$ cat src/rtl/imem_boot_loader_pkg.sv
// Shared types and default constants for the instruction-memory boot loader.
package imem_boot_pkg;

  typedef enum logic [1:0] {
    LOAD   = 2'd0,
    SETTLE = 2'd1,
    RUN    = 2'd2,
    DONE   = 2'd3
  } boot_state_t;

  localparam int WORD_BYTES            = 4;
  localparam int DEFAULT_DEPTH         = 128;
  localparam int DEFAULT_SETTLE_CYCLES = 2;
  localparam int DEFAULT_RUN_CYCLES    = 560;

endpackage

$ cat src/rtl/imem_boot_loader_boot_cycle_timer.sv
// Loadable down-counter with a zero flag, shared by the SETTLE and RUN budgets.
module boot_cycle_timer (
  input  logic        clk,
  input  logic        rst_n,
  input  logic        load,
  input  logic [31:0] load_val,
  input  logic        dec,
  output logic        zero
);

  logic [31:0] count;

  // Load wins over decrement; decrement parks at zero instead of wrapping.
  always_ff @(posedge clk or negedge rst_n) begin
    if (!rst_n) begin
      count <= '0;
    end else if (load) begin
      count <= load_val;
    end else if (dec && (count != '0)) begin
      count <= count - 32'd1;
    end
  end

  assign zero = (count == '0);

endmodule

$ cat src/rtl/imem_boot_loader.sv
// Streams instruction words into instruction memory, then runs the CPU for a
// bounded number of cycles and raises a done flag.
module imem_boot_loader
  import imem_boot_pkg::*;
#(
  parameter int DEPTH         = DEFAULT_DEPTH,
  parameter int ADDR_W        = 32,
  parameter int SETTLE_CYCLES = DEFAULT_SETTLE_CYCLES,
  parameter int RUN_CYCLES    = DEFAULT_RUN_CYCLES
) (
  input  logic              clk_i,
  input  logic              rst_i,
  input  logic              s_valid_i,
  input  logic [31:0]       s_data_i,
  input  logic              s_last_i,
  output logic              s_ready_o,
  output logic              imem_we_o,
  output logic [ADDR_W-1:0] imem_addr_o,
  output logic [31:0]       imem_wdata_o,
  output logic              cpu_start_o,
  output logic [31:0]       run_cnt_o,
  output logic              done_o,
  output logic              ovf_err_o
);

  localparam int              IDX_W       = (DEPTH > 1) ? $clog2(DEPTH) : 1;
  localparam logic [IDX_W-1:0] LAST_IDX   = IDX_W'(DEPTH - 1);
  localparam logic [31:0]     SETTLE_LOAD = 32'(SETTLE_CYCLES - 1);
  localparam logic [31:0]     RUN_LOAD    = (RUN_CYCLES > 0) ? 32'(RUN_CYCLES - 1) : 32'd0;
  localparam bit              RUN_FOREVER = (RUN_CYCLES == 0);

  boot_state_t       state, state_next;
  logic [IDX_W-1:0]  idx, idx_next;
  logic              ready_next, start_next, done_next, ovf_next, we_next;
  logic [ADDR_W-1:0] addr_next;
  logic [31:0]       wdata_next, run_cnt_next;
  logic              accept, final_beat;
  logic              timer_load, timer_dec, timer_zero;
  logic [31:0]       timer_val;

  assign accept     = s_valid_i & s_ready_o;
  assign final_beat = accept & (s_last_i | (idx == LAST_IDX));

  boot_cycle_timer u_timer (
    .clk      (clk_i),
    .rst_n    (rst_i),
    .load     (timer_load),
    .load_val (timer_val),
    .dec      (timer_dec),
    .zero     (timer_zero)
  );

  // Next-state and next-output logic; every registered output is computed here
  // so the outputs themselves come straight from flops.
  always_comb begin
    state_next   = state;
    idx_next     = idx;
    ready_next   = 1'b0;
    start_next   = 1'b0;
    done_next    = 1'b0;
    ovf_next     = ovf_err_o;
    we_next      = 1'b0;
    addr_next    = imem_addr_o;
    wdata_next   = imem_wdata_o;
    run_cnt_next = run_cnt_o;
    timer_load   = 1'b0;
    timer_val    = 32'd0;
    timer_dec    = 1'b0;
    unique case (state)
      LOAD: begin
        ready_next = 1'b1;
        if (accept) begin
          we_next    = 1'b1;
          addr_next  = ADDR_W'(idx) * ADDR_W'(WORD_BYTES);
          wdata_next = s_data_i;
          idx_next   = idx + IDX_W'(1);
          if (final_beat) begin
            state_next = SETTLE;
            ready_next = 1'b0;
            timer_load = 1'b1;
            timer_val  = SETTLE_LOAD;
            if (!s_last_i) begin
              ovf_next = 1'b1;
            end
          end
        end
      end
      SETTLE: begin
        if (timer_zero) begin
          state_next = RUN;
          start_next = 1'b1;
          timer_load = !RUN_FOREVER;
          timer_val  = RUN_LOAD;
        end else begin
          timer_dec = 1'b1;
        end
      end
      RUN: begin
        start_next = 1'b1;
        if (run_cnt_o != 32'hFFFF_FFFF) begin
          run_cnt_next = run_cnt_o + 32'd1;
        end
        if (!RUN_FOREVER) begin
          if (timer_zero) begin
            state_next = DONE;
            start_next = 1'b0;
            done_next  = 1'b1;
          end else begin
            timer_dec = 1'b1;
          end
        end
      end
      DONE: begin
        done_next = 1'b1;
      end
    endcase
  end

  // State and output registers; reset forces the CPU back into reset at once.
  always_ff @(posedge clk_i or negedge rst_i) begin
    if (!rst_i) begin
      state        <= LOAD;
      idx          <= '0;
      s_ready_o    <= 1'b0;
      imem_we_o    <= 1'b0;
      imem_addr_o  <= '0;
      imem_wdata_o <= '0;
      cpu_start_o  <= 1'b0;
      run_cnt_o    <= '0;
      done_o       <= 1'b0;
      ovf_err_o    <= 1'b0;
    end else begin
      state        <= state_next;
      idx          <= idx_next;
      s_ready_o    <= ready_next;
      imem_we_o    <= we_next;
      imem_addr_o  <= addr_next;
      imem_wdata_o <= wdata_next;
      cpu_start_o  <= start_next;
      run_cnt_o    <= run_cnt_next;
      done_o       <= done_next;
      ovf_err_o    <= ovf_next;
    end
  end

endmodule

$ cat config.mk
export PLATFORM = sky130hd
export DESIGN_NAME = imem_boot_loader
export DESIGN_NICKNAME = d
export VERILOG_FILES = /design/src/rtl/imem_boot_loader_pkg.sv /design/src/rtl/imem_boot_loader_boot_cycle_timer.sv /design/src/rtl/imem_boot_loader.sv
export SDC_FILE = /design/constraint.sdc
export NUM_CORES = 1
export LEC_CHECK = 0
export ABC_AREA = 0
export BUFFER_PORTS_ARGS = -buffer_cell sky130_fd_sc_hd__buf_2
export CAP_MARGIN = 10
export CORE_MARGIN = 2
export CORE_UTILIZATION = 54
export CTS_CLUSTER_SIZE = 10
export DETAILED_ROUTE_END_ITERATION = 8
export PLACE_DENSITY = 0.8
export SLEW_MARGIN = 5
export SYNTH_ARGS = -nofsm -noshare
export SYNTH_HDL_FRONTEND = slang
export SYNTH_HIERARCHICAL = 1
export SYNTH_SLANG_ARGS = --single-unit
$ cat constraint.sdc
create_clock -name clk_i -period 4.9 [get_ports clk_i]
set_clock_uncertainty 0.2 [all_clocks]
set_input_delay 0.245 -clock clk_i [delete_from_list [all_inputs] [get_ports clk_i]]
set_output_delay 0.245 -clock clk_i [all_outputs]
set_load 0.1 [all_outputs]
==> flow_metrics.env <==
export IMPL_first_global_vias=4960
export IMPL_route_antenna_remaining_nets=0
export IMPL_layout_nets=840
export IMPL_arrival_ns=4.03
export IMPL_wl_per_cell_um=15.1
export IMPL_startpoint="u_timer/count[0]"
export IMPL_path_buf_inv=2
export IMPL_hpwlAfterDp_um=8650
export IMPL_pwr_share_clk_pct=45.0
export IMPL_relSlewSlack_pct=33.7
export IMPL_synth_common_cells="161 x nand2_1, 117 x dfrtp_1, 33 x nor2_1, 32 x xnor2_1, 25 x buf_4"
export IMPL_numClockSinks=117
export IMPL_drc=0
export IMPL_htreeDepth=4
export IMPL_utilization_pct=69.5
export IMPL_place_congestion=0.851
export IMPL_grt_util_met2_pct=41.8
export IMPL_drt_first_pass_iters=5
export IMPL_slew_viol_final=0
export IMPL_die_x_um=108
export IMPL_grt_use_met1_pct=33.3
export IMPL_switching_share_pct=27.4
export IMPL_grt_max_degree=81
export IMPL_p_switching_uw=740
export IMPL_synth_top_area_cell="dfrtp_1"
export IMPL_timing_rr_end="u_timer/count[26]"
export IMPL_clkTransAtPathRegs_ns=0.05
export IMPL_ys_flop_type="dfrtp_1"
export IMPL_peakVddDrop_v=0.000216
export IMPL_r2r_cells=10
export IMPL_grt_overflow_total=0
export IMPL_grt_pass1_wl_um=23900
export IMPL_grt_util_met3_pct=6.87
export IMPL_seq_power_share_pct=40.1
export IMPL_rows=38
export IMPL_cts_root_buf="clkbuf_8"
export IMPL_finalPower_uw=2700
export IMPL_drive_above_1_share_pct=19.5
export IMPL_crit_path_end="u_timer/count[26]"
export IMPL_rr_startpoint="u_timer/count[0]"
export IMPL_cp_start_kind="flop"
export IMPL_tightest_slew_ns=0.995
export IMPL_top_usage_layer="met2"
export IMPL_fmax_mhz=265
export IMPL_crit_chain="inv_1 -> ha_1 -> nor4b_2 -> and3_1 -> and3_1 -> nor2b_1 -> inv_1 -> or4_4 -> or4b_1 -> nand3_1"
export IMPL_critPathRequiredTime_ns=5.15
export IMPL_num_vias=5146
export IMPL_crit_slowest_cell="or4_4"
export IMPL_async_flop_share_pct=100
export IMPL_port_buffer_count=111
export IMPL_crit_family="simple AND/OR/NAND/NOR gates"
export IMPL_drt_iter0_markers=355
export IMPL_yosysWarnings=6
export IMPL_start_util_pct=54.8
export IMPL_area_growth_pct=26.8
export IMPL_crit_fanout=12
export IMPL_p_per_area_nw_per_um2=362
export IMPL_cap_violations=0
export IMPL_yosysSeqAreaShare_pct=49.7
export IMPL_endpoint_kind="flop"
export IMPL_io_pins=137
export IMPL_clock_path_buffers=2
export IMPL_antenna_found_initial=0
export IMPL_finalCritPeriodShare_pct=77.1
export IMPL_min_period_ns=3.78
export IMPL_vias_per_cell=5.45
export IMPL_hold_class="input pin to asynchronous set/reset pin"
export IMPL_synth_edf_count=0
export IMPL_dp_cells=882
export IMPL_n_fill_cell=791
export IMPL_cts_tree="yes"
export IMPL_outcome="complete, no violations"
export IMPL_p_leak_uw=0.00382
export IMPL_fp_coreArea_um2=10700
export IMPL_cpPeakStageDelay_ns=0.61
export IMPL_syn_area_per_cell_um2=9.42
export IMPL_hold_viol=0
export IMPL_setup_violations=0
export IMPL_r2r_slack_ns=1.12
export IMPL_setup_tns_ns=0
export IMPL_cts_resized=0
export IMPL_synth_cells=625
export IMPL_wl_um=14200
export IMPL_netlist_area_leader_share_pct=49.7
export IMPL_clock_latency_ns=0.52
export IMPL_ys_types=67
export IMPL_synthTopCellsByArea="dfrtp_1 50%, nand2_1 10%, xnor2_1 4.8%"
export IMPL_die_area_um2=11800
export IMPL_fp_dieH_um=108
export IMPL_worst_setup_path_type="flop to flop"
export IMPL_path_depth=10
export IMPL_ys_ff_latch=117
export IMPL_synth_most_common_cell="nand2_1"
export IMPL_rsz0062_at_grt="no"
export IMPL_final_cells=944
export IMPL_intPower_uw=1960
export IMPL_num_antenna_cells=0
export IMPL_netlist_area_um2=5890
export IMPL_holdWs_ns=0.236
export IMPL_p_comb_share_pct=14.9
export IMPL_grt_usage_pct=25.9
export IMPL_cts_buffers=17
==> flip-flops by register name, indices dropped and copies added (netlist names) <==
name	count
s_ready_o	1
idx	7
state	2
cpu_start_o	1
imem_we_o	1
ovf_err_o	1
u_timer/count	32
imem_addr_o	7
run_cnt_o	32
imem_wdata_o	32
done_o	1
==> cells in the final DEF, fill, tap and decap left out, drive strengths merged, types with 8 or more instances in the layout <==
cell         netlist  routed
o21ai             19      19
inv               13      13
or3                9       9
dfrtp            117     117
conb               1      51
nand2            161     161
clkbuf            16      22
xnor2             32      32
ha                 8       8
and3              12      12
a31oi             14      14
nand3             24      24
nor3              23      23
buf               33     116
dlygate4sd3        0      35
nor2              33      33
xor2              12      12
nand4             16      16
==> layout make-up <==
class | instances | area (um^2) | share of cell area (%)
repair buffers | 151 | 946 | 12.7
multi-input cells | 494 | 2790 | 37.3
well taps | 140 | 175 | 2.35
clock buffers | 22 | 473 | 6.33
flip-flops and latches | 117 | 2930 | 39.2
clock inverters | 5 | 100 | 1.34
inverters | 15 | 56.3 | 0.754
==> power by group through the flow <==
stage / clock (uW) / combinational, uW / sequential, uW
final: 1210 / 402 / 1080
after global routing: 1280 / 433 / 1090
after CTS: 1230 / 399 / 1080
after detailed placement: 0 / 377 / 1090
after global placement: 0 / 368 / 1090
after floorplan: 0 / 265 / 1130
==> worst reg2reg max path, stage by stage (launching register included) <==
cell	delay, ns
dfrtp_1	0.39
inv_1	0.06
ha_1	0.22
nor4b_2	0.19
and3_1	0.24
and3_1	0.35
nor2b_1	0.53
inv_1	0.28
or4_4	0.61
or4b_1	0.53
nand3_1	0.11
==> metrics by stage <==
stage	area, um^2	worst slack (ns)
2_1_floorplan	6080	1.50
3_3_place_gp	6540	1.42
3_5_place_dp	6540	1.16
4_1_cts	7470	1.19
5_1_grt	7470	0.893
6_report	7470	1.12
==> worst min path at each step <==
stage                       from               end  slack, ns  cells after the start
floorplan                  rst_i       cpu_start_o      -0.25                      0
global placement     s_data_i[8]   imem_wdata_o[8]       0.23                      3
detailed placement  s_data_i[15]  imem_wdata_o[15]       0.24                      3
CTS                 s_data_i[15]  imem_wdata_o[15]       0.23                      4
global route        s_data_i[12]  imem_wdata_o[12]       0.25                      4
finish                     rst_i     run_cnt_o[29]       0.24                      2
==> per-layer routing <==
metal  up-vias  wire, um
met4         0       308
li1       2449         -
met1      2440      5920
met3        34       970
met5         -         0
met2       223      7030
==> cells by family after synthesis <==
logic type | Yosys count | share of synthesized area [%]
buf+inv | 64 | 6.20
simple gates | 313 | 25.9
flops | 117 | 49.7
mux | 4 | 0.722
xor+xnor | 44 | 6.54
other cells | 1 | 0.0637
compound gates | 74 | 9.14
fa+ha+maj | 8 | 1.70
==> what timing repair did <==
item                                    CTS  global route
endpoints found under the hold margin   113             0
setup buffers                             0             0
hold buffers                             35             0
endpoints found under the setup margin    0             0
No activity file was read; power rests on OpenSTA's default activity.
